File: src/rtl/min_serial_tx_pkg.sv
// Shared constants, state codes and frame-bit lookup for min_serial_tx.
// MIN_SERIAL_TX_PARITY_EN adds an even-parity bit between D7 and the stop bit.
package min_serial_tx_pkg;

    localparam int DATA_W = 8;

`ifdef MIN_SERIAL_TX_PARITY_EN
    localparam int FRAME_BITS = 11;
`else
    localparam int FRAME_BITS = 10;
`endif

    typedef enum logic [1:0] {
        IDLE = 2'b00,
        WAIT = 2'b01,
        TX   = 2'b10
    } state_t;

    // Index 0 is the start bit, 1..8 the data LSB first, then parity (if any), then stop.
    function automatic logic frame_bit(input logic [DATA_W-1:0] data, input logic [3:0] idx);
        logic [DATA_W-1:0] sh;
        sh = data >> (idx - 4'd1);
        if (idx == 4'd0) return 1'b0;
        if (idx <= 4'(DATA_W)) return sh[0];
`ifdef MIN_SERIAL_TX_PARITY_EN
        if (idx == 4'(DATA_W + 1)) return ^data;
`endif
        return 1'b1;
    endfunction

endpackage

File: src/rtl/min_serial_tx_bit_timer.sv
// DIV-cycle down-counter for min_serial_tx: load sets DIV-1, zero flags the
// last clock of a serial bit.
module min_serial_tx_bit_timer #(
    parameter int DIV = 4
) (
    input  logic clock,
    input  logic reset_,
    input  logic load,
    output logic zero
);

    localparam logic [7:0] RELOAD = 8'(DIV - 1);

    logic [7:0] div_cnt;

    always_ff @(posedge clock or negedge reset_) begin
        if (!reset_) begin
            div_cnt <= 8'd0;
        end else if (load) begin
            div_cnt <= RELOAD;
        end else if (div_cnt != 8'd0) begin
            div_cnt <= div_cnt - 8'd1;
        end
    end

    assign zero = (div_cnt == 8'd0);

endmodule

File: src/rtl/min_serial_tx.sv
// Serial transmitter downstream of the minimum producer (dav_/rfd handshake).
// Optional even parity bit when MIN_SERIAL_TX_PARITY_EN is defined.
module min_serial_tx
    import min_serial_tx_pkg::*;
#(
    parameter int DIV = 4
) (
    input  logic       clock,
    input  logic       reset_,
    input  logic [7:0] min,
    input  logic       dav_,
    output logic       rfd,
    output logic       txd,
    output logic       busy
);

    localparam logic [3:0] LAST_BIT = 4'(FRAME_BITS - 1);

    state_t            state, state_nxt;
    logic              rfd_nxt, txd_nxt, busy_nxt;
    logic [3:0]        bit_cnt, bit_cnt_nxt;
    logic [DATA_W-1:0] shift_reg;
    logic              latch, timer_load, timer_zero;

    min_serial_tx_bit_timer #(.DIV(DIV)) u_bit_timer (
        .clock (clock),
        .reset_(reset_),
        .load  (timer_load),
        .zero  (timer_zero)
    );

    always_comb begin
        state_nxt   = state;
        rfd_nxt     = rfd;
        txd_nxt     = txd;
        busy_nxt    = busy;
        bit_cnt_nxt = bit_cnt;
        latch       = 1'b0;
        timer_load  = 1'b0;
        case (state)
            WAIT: begin
                rfd_nxt = 1'b0;
                txd_nxt = 1'b1;
                if (dav_) begin
                    state_nxt   = TX;
                    txd_nxt     = 1'b0;
                    busy_nxt    = 1'b1;
                    bit_cnt_nxt = 4'd0;
                    timer_load  = 1'b1;
                end
            end
            TX: begin
                if (timer_zero) begin
                    if (bit_cnt == LAST_BIT) begin
                        state_nxt = IDLE;
                        rfd_nxt   = 1'b1;
                        busy_nxt  = 1'b0;
                        txd_nxt   = 1'b1;
                    end else begin
                        txd_nxt     = frame_bit(shift_reg, bit_cnt + 4'd1);
                        bit_cnt_nxt = bit_cnt + 4'd1;
                        timer_load  = 1'b1;
                    end
                end
            end
            // Unused encoding behaves exactly like IDLE.
            default: begin
                rfd_nxt  = 1'b1;
                txd_nxt  = 1'b1;
                busy_nxt = 1'b0;
                if (!dav_) begin
                    latch     = 1'b1;
                    rfd_nxt   = 1'b0;
                    state_nxt = WAIT;
                end
            end
        endcase
    end

    always_ff @(posedge clock or negedge reset_) begin
        if (!reset_) begin
            state   <= IDLE;
            rfd     <= 1'b1;
            txd     <= 1'b1;
            busy    <= 1'b0;
            bit_cnt <= 4'd0;
        end else begin
            state   <= state_nxt;
            rfd     <= rfd_nxt;
            txd     <= txd_nxt;
            busy    <= busy_nxt;
            bit_cnt <= bit_cnt_nxt;
        end
    end

    // Data register carries no reset; it is only read after a latch.
    always_ff @(posedge clock) begin
        if (latch) shift_reg <= min;
    end

endmodule

File: config.mk
export PLATFORM = sky130hd
export DESIGN_NAME = min_serial_tx
export DESIGN_NICKNAME = d
export VERILOG_FILES = /design/src/rtl/min_serial_tx_pkg.sv /design/src/rtl/min_serial_tx_bit_timer.sv /design/src/rtl/min_serial_tx.sv
export SDC_FILE = /design/constraint.sdc
export NUM_CORES = 1
export LEC_CHECK = 0
export CORE_UTILIZATION = 55
export DETAILED_ROUTE_END_ITERATION = 10
export PLACE_DENSITY = 0.78
export SLEW_MARGIN = 15
export SYNTH_ARGS = -nofsm -noshare
export SYNTH_HDL_FRONTEND = slang
export SYNTH_SLANG_ARGS = --single-unit
File: constraint.sdc
create_clock -name clock -period 3.5 [get_ports clock]
set_clock_uncertainty 0.2 [all_clocks]
set_input_delay 0.525 -clock clock [delete_from_list [all_inputs] [get_ports clock]]
set_output_delay 0.525 -clock clock [all_outputs]
set_load 0.05 [all_outputs]
==> flow_metrics.env, run 1 <==
export IMPL_outcome="finished, final reports clean"
export IMPL_drt_wl_total_microns=2494
export IMPL_cp_top_family="buffers and inverters"
export IMPL_routabilityCongestion=0.8073
export IMPL_path_clk_slew_ns=0.14
export IMPL_finalHoldViolations=0
export IMPL_netlist_area_sq_um=1336
export IMPL_synth_seq_area_share=0.5000
export IMPL_cts_buffers=3
export IMPL_area_delta_synth_final_pct=13.58
export IMPL_powerDensity_nw_per_um2=780.9
export IMPL_peakVddDrop_v=0.0005882
export IMPL_drv_cap=0
export IMPL_h_tree_depth=1
export IMPL_antenna_found_initial=0
export IMPL_syn_inst=130
export IMPL_crit_required_ns=2.77
export IMPL_r2r_start="u_bit_timer.div_cnt[0]"
export IMPL_grt_pass1_wl_microns=4360
export IMPL_diodes=0
export IMPL_critPathCaptureType="output port"
export IMPL_drv_slew=0
export IMPL_synth_main_ff_cell="dfrtp_1"
export IMPL_cp_slowest_stage_delay_ns=0.80
export IMPL_cts_hold_fix_buffers=0
export IMPL_fmax_ghz=0.4164
export IMPL_clk_latency_ns=0.32
export IMPL_final_util=0.6731
export IMPL_start_util=0.5927
export IMPL_syn_area_per_cell_sq_um=10.28
export IMPL_critPathKind="flop to output port"
export IMPL_grt_max_degree=18
export IMPL_drc=0
export IMPL_cts_resized=0
export IMPL_synth_cell_types=39
export IMPL_gr_total_overflow=0
export IMPL_fp_dieW_microns=51.29
export IMPL_clock_sink_count=25
export IMPL_crit_chain="clkdlybuf4s50_1"
export IMPL_fill_cells=204
export IMPL_rsz0062_at_grt="no"
export IMPL_die_height_microns=51.29
export IMPL_via_count=1020
export IMPL_ioPinCount=14
export IMPL_max_slew_worst_pin_slew_ns=0.7556
export IMPL_wl_per_cell_microns=14.50
export IMPL_hold_class="flop to flop"
export IMPL_std_cell_rows=17
export IMPL_crit_start="rfd"
export IMPL_post_cts_setup_buffers=0
export IMPL_grt_pass1_vias=968
export IMPL_drive_gt1_frac=0.08333
export IMPL_yosys_warnings=0
export IMPL_io_buffer_count=13
export IMPL_multi_input_area_sq_um=626.9
export IMPL_critPathMaxFanout=2
export IMPL_synth_nets=146
export IMPL_worstPathArrival_ns=1.68
export IMPL_core_sq_um=2255
export IMPL_worstHoldStart="txd"
export IMPL_clock_path_buffers=2
export IMPL_final_nets=161
export IMPL_synth_ff_latch_count=25
export IMPL_routed_via_density=5.930
export IMPL_setup_tns_ns=0
export IMPL_tritoncts="done"
export IMPL_die_area_sq_um=2631
export IMPL_cp_start_kind="flop"
export IMPL_ant_nets=0
export IMPL_setup_viol=0
export IMPL_synth_edf_count=8
export IMPL_crit_slowest_cell="clkdlybuf4s50_1"
export IMPL_final_common_cell="dfrtp_1"
export IMPL_first_pass_iters=4
export IMPL_root_buffer="clkbuf_4"
export IMPL_seq_area_sq_um=668.1
export IMPL_max_slew_margin_rel=0.4952
export IMPL_worst_hold_slack_ns=0.3143
export IMPL_critPathBufInv=1
export IMPL_place_hpwl_microns=1821
export IMPL_p_leak_uw=0.0005963
export IMPL_track_usage=0.2251
export IMPL_initialDrtViolationCount=19
export IMPL_post_route_period_util=0.6861
export IMPL_async_flop_share=0.6800
export IMPL_fin_crit_ns=2.402
export IMPL_final_cell_mix="15 x dfrtp_1, 13 x clkdlybuf4s50_1, 12 x a21oi_1, 12 x nor2_1, 11 x nand2_1"
-- area by class of cell --
cell class,instances,area share
Sequential cell,25,0.4402
Multi-Input combinational cell,94,0.4130
Timing Repair Buffer,13,0.08574
Tap cell,28,0.02308
Inverter,8,0.01979
Clock buffer,3,0.01484
Clock inverter,1,0.003298
-- power breakdown --
part	switching (uW)	internal [uW]	total [uW]
Clock	87.6	42.8	130
Sequential	82.5	421	503
Combinational	321	231	552
Total	491	694	1190
-- per-stage QoR --
step	cells	total power (uW)	area [sq um]	worst slack, ns
final	172	1185	1518	1.098
after global routing	172	1277	1518	0.9965
after CTS	172	1189	1518	1.093
after detailed placement	168	1060	1490	1.227
after global placement	168	1036	1490	1.297
after floorplan	130	920.2	1336	1.513
-- worst paths after layout --
kind	slack (ns)	depth (start not counted)	endpoint
worst min register to register	0.31	2	txd
max in group asynchronous	2.21	1	state[1]
worst max register to register	1.23	6	u_bit_timer.div_cnt[1]
min in group asynchronous	0.43	1	u_bit_timer.div_cnt[7]
worst max-delay path	1.10	1	rfd
worst min-delay path	0.31	2	txd
-- Yosys cell counts (2+ instances only) --
cell | n | area, sq um
nand2b_1 | 5 | 31.28
nor2b_1 | 3 | 18.77
o21ai_0 | 6 | 30.03
inv_1 | 8 | 30.03
clkbuf_1 | 3 | 11.26
nand3_1 | 5 | 25.02
dfstp_2 | 2 | 52.55
o41ai_1 | 2 | 17.52
nor2_1 | 12 | 45.04
edfxtp_1 | 8 | 240.2
ha_1 | 5 | 62.56
dfrtp_1 | 15 | 375.4
mux2i_1 | 2 | 20.02
nor3_1 | 3 | 15.01
nand2_1 | 11 | 41.29
a21oi_1 | 12 | 60.06
a211oi_1 | 3 | 22.52
nand3b_1 | 4 | 30.03
-- cell families after synthesis --
group,synth area share
simple gates,0.2191
flops,0.5000
buf+inv,0.03090
xor+xnor,0.01311
compound gates,0.1498
mux,0.04026
fa+ha+maj,0.04682
-- layer usage --
| metal | track usage | up-vias | wire length (microns) |
|---|---|---|---|
| met5 | 0 | - | 0 |
| met4 | 0.08108 | 0 | 38 |
| met3 | 0.03571 | 5 | 62 |
| met2 | 0.3465 | 16 | 1090 |
| met1 | 0.3205 | 502 | 1303 |
| li1 | - | 497 | - |
Note: power is estimated with default switching activity, not from simulation.
==> run 2: changes to the inputs <==
--- a/config.mk
+++ b/config.mk
@@ -5,9 +5,9 @@
 export SDC_FILE = /design/constraint.sdc
 export NUM_CORES = 1
 export LEC_CHECK = 0
-export CORE_UTILIZATION = 55
+export CORE_UTILIZATION = 50
 export DETAILED_ROUTE_END_ITERATION = 10
-export PLACE_DENSITY = 0.78
+export PLACE_DENSITY = 0.75
 export SLEW_MARGIN = 15
 export SYNTH_ARGS = -nofsm -noshare
 export SYNTH_HDL_FRONTEND = slang
==> constraint.sdc (replaced) <==
create_clock -name clock -period 2 [get_ports clock]
set_clock_uncertainty 0.2 [all_clocks]
set_input_delay 0.3 -clock clock [delete_from_list [all_inputs] [get_ports clock]]
set_output_delay 0.3 -clock clock [all_outputs]
set_load 0.05 [all_outputs]
==> run 2 against run 1 <==
The flow now finishes with violations (negative setup slack). Worst setup slack got worse by 1.1 ns. Clock power is 75% higher. Sequential power grew 73%. Power up 94%. Utilization is 1.3 points higher. Critical path type is now flop to flop.
==> flow_metrics.env, run 2 (synthesis results as in run 1) <==
export IMPL_outcome="finished, violations left"
export IMPL_violations="negative setup slack"
export IMPL_worst_hold_slack_ns=0.01729
export IMPL_area_delta_synth_final_pct=28.28
export IMPL_powerDensity_nw_per_um2=1339
export IMPL_grt_max_degree=15
export IMPL_core_sq_um=2500
export IMPL_fp_dieW_microns=53.70
export IMPL_place_inst=185
export IMPL_preCtsSetupSlack_ns=-0.01891
export IMPL_fmax_ghz=0.4977
export IMPL_p_total_uw=2296
export IMPL_final_cell_mix="21 x buf_4, 15 x dfrtp_1, 12 x nor2_1"
export IMPL_crit_chain="inv_1 > ha_2 > mux4_2 > and3_1 > o41ai_1 > a21oi_1"
export IMPL_drv_slew=0
export IMPL_root_buffer="clkbuf_4"
export IMPL_place_hpwl_microns=2073
export IMPL_fin_ws_ns=-0.009411
export IMPL_grt_pass1_vias=1001
export IMPL_cp_slowest_stage_delay_ns=0.39
export IMPL_drc=0
export IMPL_crit_slowest_cell="ha_2"
export IMPL_max_slew_margin_rel=0.6754
export IMPL_ant_nets=0
export IMPL_setup_viol=1
export IMPL_initialDrtViolationCount=23
export IMPL_first_pass_iters=4
export IMPL_post_route_period_util=1.005
export IMPL_routed_via_density=5.629
export IMPL_io_buffer_count=13
export IMPL_cp_start_kind="flop"
export IMPL_critPathMaxFanout=7
export IMPL_clock_sink_count=25
export IMPL_tritoncts="done"
export IMPL_start_util=0.5345
export IMPL_clock_path_buffers=2
export IMPL_crit_required_ns=2.05
export IMPL_worstPathArrival_ns=2.06
export IMPL_cts_buffers=3
export IMPL_critPathKind="flop to flop"
export IMPL_final_nets=181
export IMPL_p_leak_uw=0.0007126
export IMPL_drive_gt1_frac=0.2622
export IMPL_critPathBufInv=1
export IMPL_drv_cap=0
export IMPL_std_cell_rows=18
export IMPL_antenna_found_initial=0
export IMPL_die_area_sq_um=2883
export IMPL_diodes=0
export IMPL_rsz0062_at_grt="yes"
export IMPL_track_usage=0.2134
export IMPL_final_common_cell="buf_4"
export IMPL_drt_wl_total_microns=2743
export IMPL_ioPinCount=14
export IMPL_peakVddDrop_v=0.001003
export IMPL_path_clk_slew_ns=0.14
export IMPL_die_height_microns=53.70
export IMPL_wl_per_cell_microns=14.14
export IMPL_finalHoldViolations=0
export IMPL_grt_pass1_wl_microns=4429
export IMPL_max_slew_worst_pin_slew_ns=0.4888
export IMPL_h_tree_depth=1
export IMPL_hold_class="primary input to async pin"
export IMPL_clk_latency_ns=0.31
export IMPL_gr_total_overflow=0
export IMPL_layoutNonFillerInstCount=194
export IMPL_cp_top_family="compound AO/OA/AOI/OAI gates"
export IMPL_critPathCaptureType="flop"
export IMPL_routabilityCongestion=0.8675
export IMPL_fin_crit_ns=2.009
export IMPL_via_count=1092
## run 2: cell types whose count changed in the layout (fill, tap and decap cells not counted), moves of 2 or more
cell             change
buf_4               +21
clkdlybuf4s50_1      -3
o21ai_0              -3
ha_1                 -2
inv_1                -2
inv_2                +2
o21ai_1              +2
## run 2: what timing repair did
item                                    CTS  global route
buffers inserted                          1             4
endpoints found under the setup margin    6            11
pin swaps                                 1             0
hold buffers                              0             0
gates resized for setup                   6            10
## run 2: metrics by stage
| step | util | TNS [ns] | area [sq um] |
|---|---|---|---|
| finish | 0.6857 | -0.009411 | 1714 |
| global route | 0.6857 | -0.7844 | 1714 |
| CTS | 0.6597 | 0 | 1649 |
| detailed placement | 0.6401 | -0.04589 | 1600 |
| global placement | 0.6401 | 0 | 1600 |
| floorplan | - | 0 | 1336 |
## run 2: final timing paths
kind	start	to	slack, ns	cells after the start
worst max-delay path	bit_cnt[1]	txd	-0.009	6
worst min-delay path	reset_	state[1]	0.02	1
worst max register to register	bit_cnt[1]	txd	-0.009	6
worst min register to register	txd	txd	0.32	2
max in group asynchronous	reset_	bit_cnt[2]	1.13	2
min in group clock	txd	txd	0.32	2
## run 2: layout make-up
cell class              count  area (sq um)
clock buffers               3         22.52
repair buffers             33         277.8
multi-input cells          94         673.1
well taps                  30         37.54
clock inverters             1         5.005
flip-flops and latches     25         668.1
fillers                   187         785.8
inverters                   8         30.03
## run 2: power by group
part	total, uW	internal, uW	switching (uW)
Sequential	871	736	136
Combinational	1200	547	651
Clock	227	74.8	152
## run 2: routing by layer
layer  wire (microns)  track usage  share of wire
met4               23      0.07018         0.0084
met3               84      0.02825          0.031
met5                0            0              0
met2             1371       0.3457           0.50
met1             1263       0.2915           0.46
==> run 3: changes to the inputs <==
--- a/config.mk
+++ b/config.mk
@@ -8,6 +8,7 @@
 export CORE_UTILIZATION = 50
 export DETAILED_ROUTE_END_ITERATION = 10
 export PLACE_DENSITY = 0.75
+export REMOVE_ABC_BUFFERS = 1
 export SLEW_MARGIN = 15
 export SYNTH_ARGS = -nofsm -noshare
 export SYNTH_HDL_FRONTEND = slang
==> run 3 against run 2 <==
The flow still finishes with violations (negative setup slack). Utilization grew 1.4 points. Worst setup slack lost 0.026 ns. Die area is the same. Critical path depth grew 1. First-iteration DRC count is the same. Sequential cell count is the same. Final area grew 2.0%. Hold slack gained 0.099 ns. Final cell count is the same. Routed wire length grew 2.6%. Critical path type unchanged.
==> flow_metrics.env, run 3 (synthesis results as in run 1) <==
export IMPL_powerDensity_nw_per_um2=1356
export IMPL_grt_max_degree=15
export IMPL_initialDrtViolationCount=23
export IMPL_routed_via_density=5.758
export IMPL_clock_sink_count=25
export IMPL_layoutNonFillerInstCount=194
export IMPL_diodes=0
export IMPL_ioPinCount=14
export IMPL_clock_path_buffers=2
export IMPL_final_cell_mix="20 x buf_4, 15 x dfrtp_1, 10 x nand2_1, 10 x clkdlybuf4s50_1"
export IMPL_track_usage=0.2260
export IMPL_grt_pass1_vias=1038
export IMPL_drv_cap=0
export IMPL_root_buffer="clkbuf_4"
export IMPL_post_route_period_util=1.018
export IMPL_die_area_sq_um=2883
export IMPL_io_buffer_count=13
export IMPL_ant_nets=0
export IMPL_p_leak_uw=0.0007120
export IMPL_drt_wl_total_microns=2813
export IMPL_worst_hold_slack_ns=0.1160
export IMPL_critPathMaxFanout=5
export IMPL_fp_dieW_microns=53.70
export IMPL_fin_ws_ns=-0.03557
export IMPL_max_slew_margin_rel=0.6196
export IMPL_die_height_microns=53.70
export IMPL_max_slew_worst_pin_slew_ns=0.5688
export IMPL_area_delta_synth_final_pct=30.90
export IMPL_stdcell_area_sq_um=1749
export IMPL_wl_per_cell_microns=14.50
export IMPL_grt_pass1_wl_microns=4629
export IMPL_gr_total_overflow=0
export IMPL_fmax_ghz=0.4913
export IMPL_tritoncts="done"
export IMPL_critPathCaptureType="flop"
export IMPL_violations="negative setup slack"
export IMPL_critPathKind="flop to flop"
export IMPL_drc=0
export IMPL_cts_buffers=3
export IMPL_final_common_cell="buf_4"
export IMPL_fill_cells=188
export IMPL_cp_start_kind="flop"
export IMPL_h_tree_depth=1
export IMPL_final_nets=181
export IMPL_worstPathArrival_ns=2.11
export IMPL_place_inst=186
export IMPL_peakVddDrop_v=0.001141
export IMPL_drv_slew=0
export IMPL_core_sq_um=2500
export IMPL_clk_latency_ns=0.32
export IMPL_via_count=1117
export IMPL_hold_class="primary input to async pin"
export IMPL_final_util=0.6997
export IMPL_fin_crit_ns=2.036
export IMPL_dpl_cell_area_sq_um=1608
export IMPL_outcome="finished, violations left"
export IMPL_start_util=0.5345
export IMPL_routabilityCongestion=0.8485
export IMPL_antenna_found_initial=0
export IMPL_finalHoldViolations=0
export IMPL_first_pass_iters=4
export IMPL_crit_required_ns=2.08
export IMPL_std_cell_rows=18
export IMPL_drive_gt1_frac=0.3110
export IMPL_place_hpwl_microns=2072
export IMPL_setup_viol=1
export IMPL_path_clk_slew_ns=0.15
export IMPL_rsz0062_at_grt="yes"
[run 3: cell counts in the layout (fill, tap and decap cells not counted)]
Identical to the previous run, type by type.
[run 3: metal layers]
layer / global-route usage / routed length (microns) / vias to the layer above
met1: 0.3191 / 1314 / 555
met5: 0 / 0 / -
met3: 0.03955 / 100 / 5
met2: 0.3498 / 1374 / 19
li1: - / - / 538
met4: 0.07018 / 23 / 0
[run 3: final cells by class]
class	count	area [sq um]	share of cell area
Multi-Input combinational cell	94	704.4	0.4027
Tap cell	30	37.54	0.02146
Clock inverter	1	5.005	0.002861
Sequential cell	25	668.1	0.3820
Clock buffer	3	22.52	0.01288
Inverter	8	30.03	0.01717
Timing Repair Buffer	33	281.5	0.1609
[run 3: critical path, cell delays in order (launching register included)]
cell and delay (ns):
dfrtp_1 0.44, inv_2 0.10, ha_4 0.13, nor4b_4 0.28, and2_4 0.21, nand2_2 0.05
or4b_4 0.49, nand3_2 0.08
[run 3: report_power, final]
part | internal [uW] | switching [uW] | leakage, uW
clock | 74.8 | 153 | 0.0000177
combinational | 581 | 684 | 0.000404
sequential | 735 | 145 | 0.000290
[run 3: final timing paths]
check / start / end / slack, ns / cells past startpoint
min reg2reg: txd / txd / 0.32 / 2
max in group asynchronous: reset_ / u_bit_timer.div_cnt[3] / 0.97 / 2
min: reset_ / u_bit_timer.div_cnt[6] / 0.12 / 1
min in group clock: txd / txd / 0.32 / 2
max: u_bit_timer.div_cnt[0] / bit_cnt[0] / -0.04 / 7
max reg2reg: u_bit_timer.div_cnt[0] / bit_cnt[0] / -0.04 / 7
[run 3: repair_timing]
| item | 4_1_cts | 5_1_grt |
|---|---|---|
| gates cloned | 0 | 0 |
| endpoints found under the setup margin | 6 | 16 |
| pin swaps | 1 | 3 |
| gates resized for setup | 8 | 17 |
| hold buffers | 0 | 0 |
| buffers inserted | 0 | 4 |
[run 3: stage by stage]
stage | setup slack [ns] | TNS (ns) | total power [uW]
3_3_place_gp | 0.0008459 | 0 | 1926
4_1_cts | 0.002343 | 0 | 2226
2_1_floorplan | 0.01298 | 0 | 1605
3_5_place_dp | -0.04761 | -0.1019 | 1972
6_report | -0.03557 | -0.03557 | 2373
5_1_grt | -0.1171 | -0.4907 | 2544
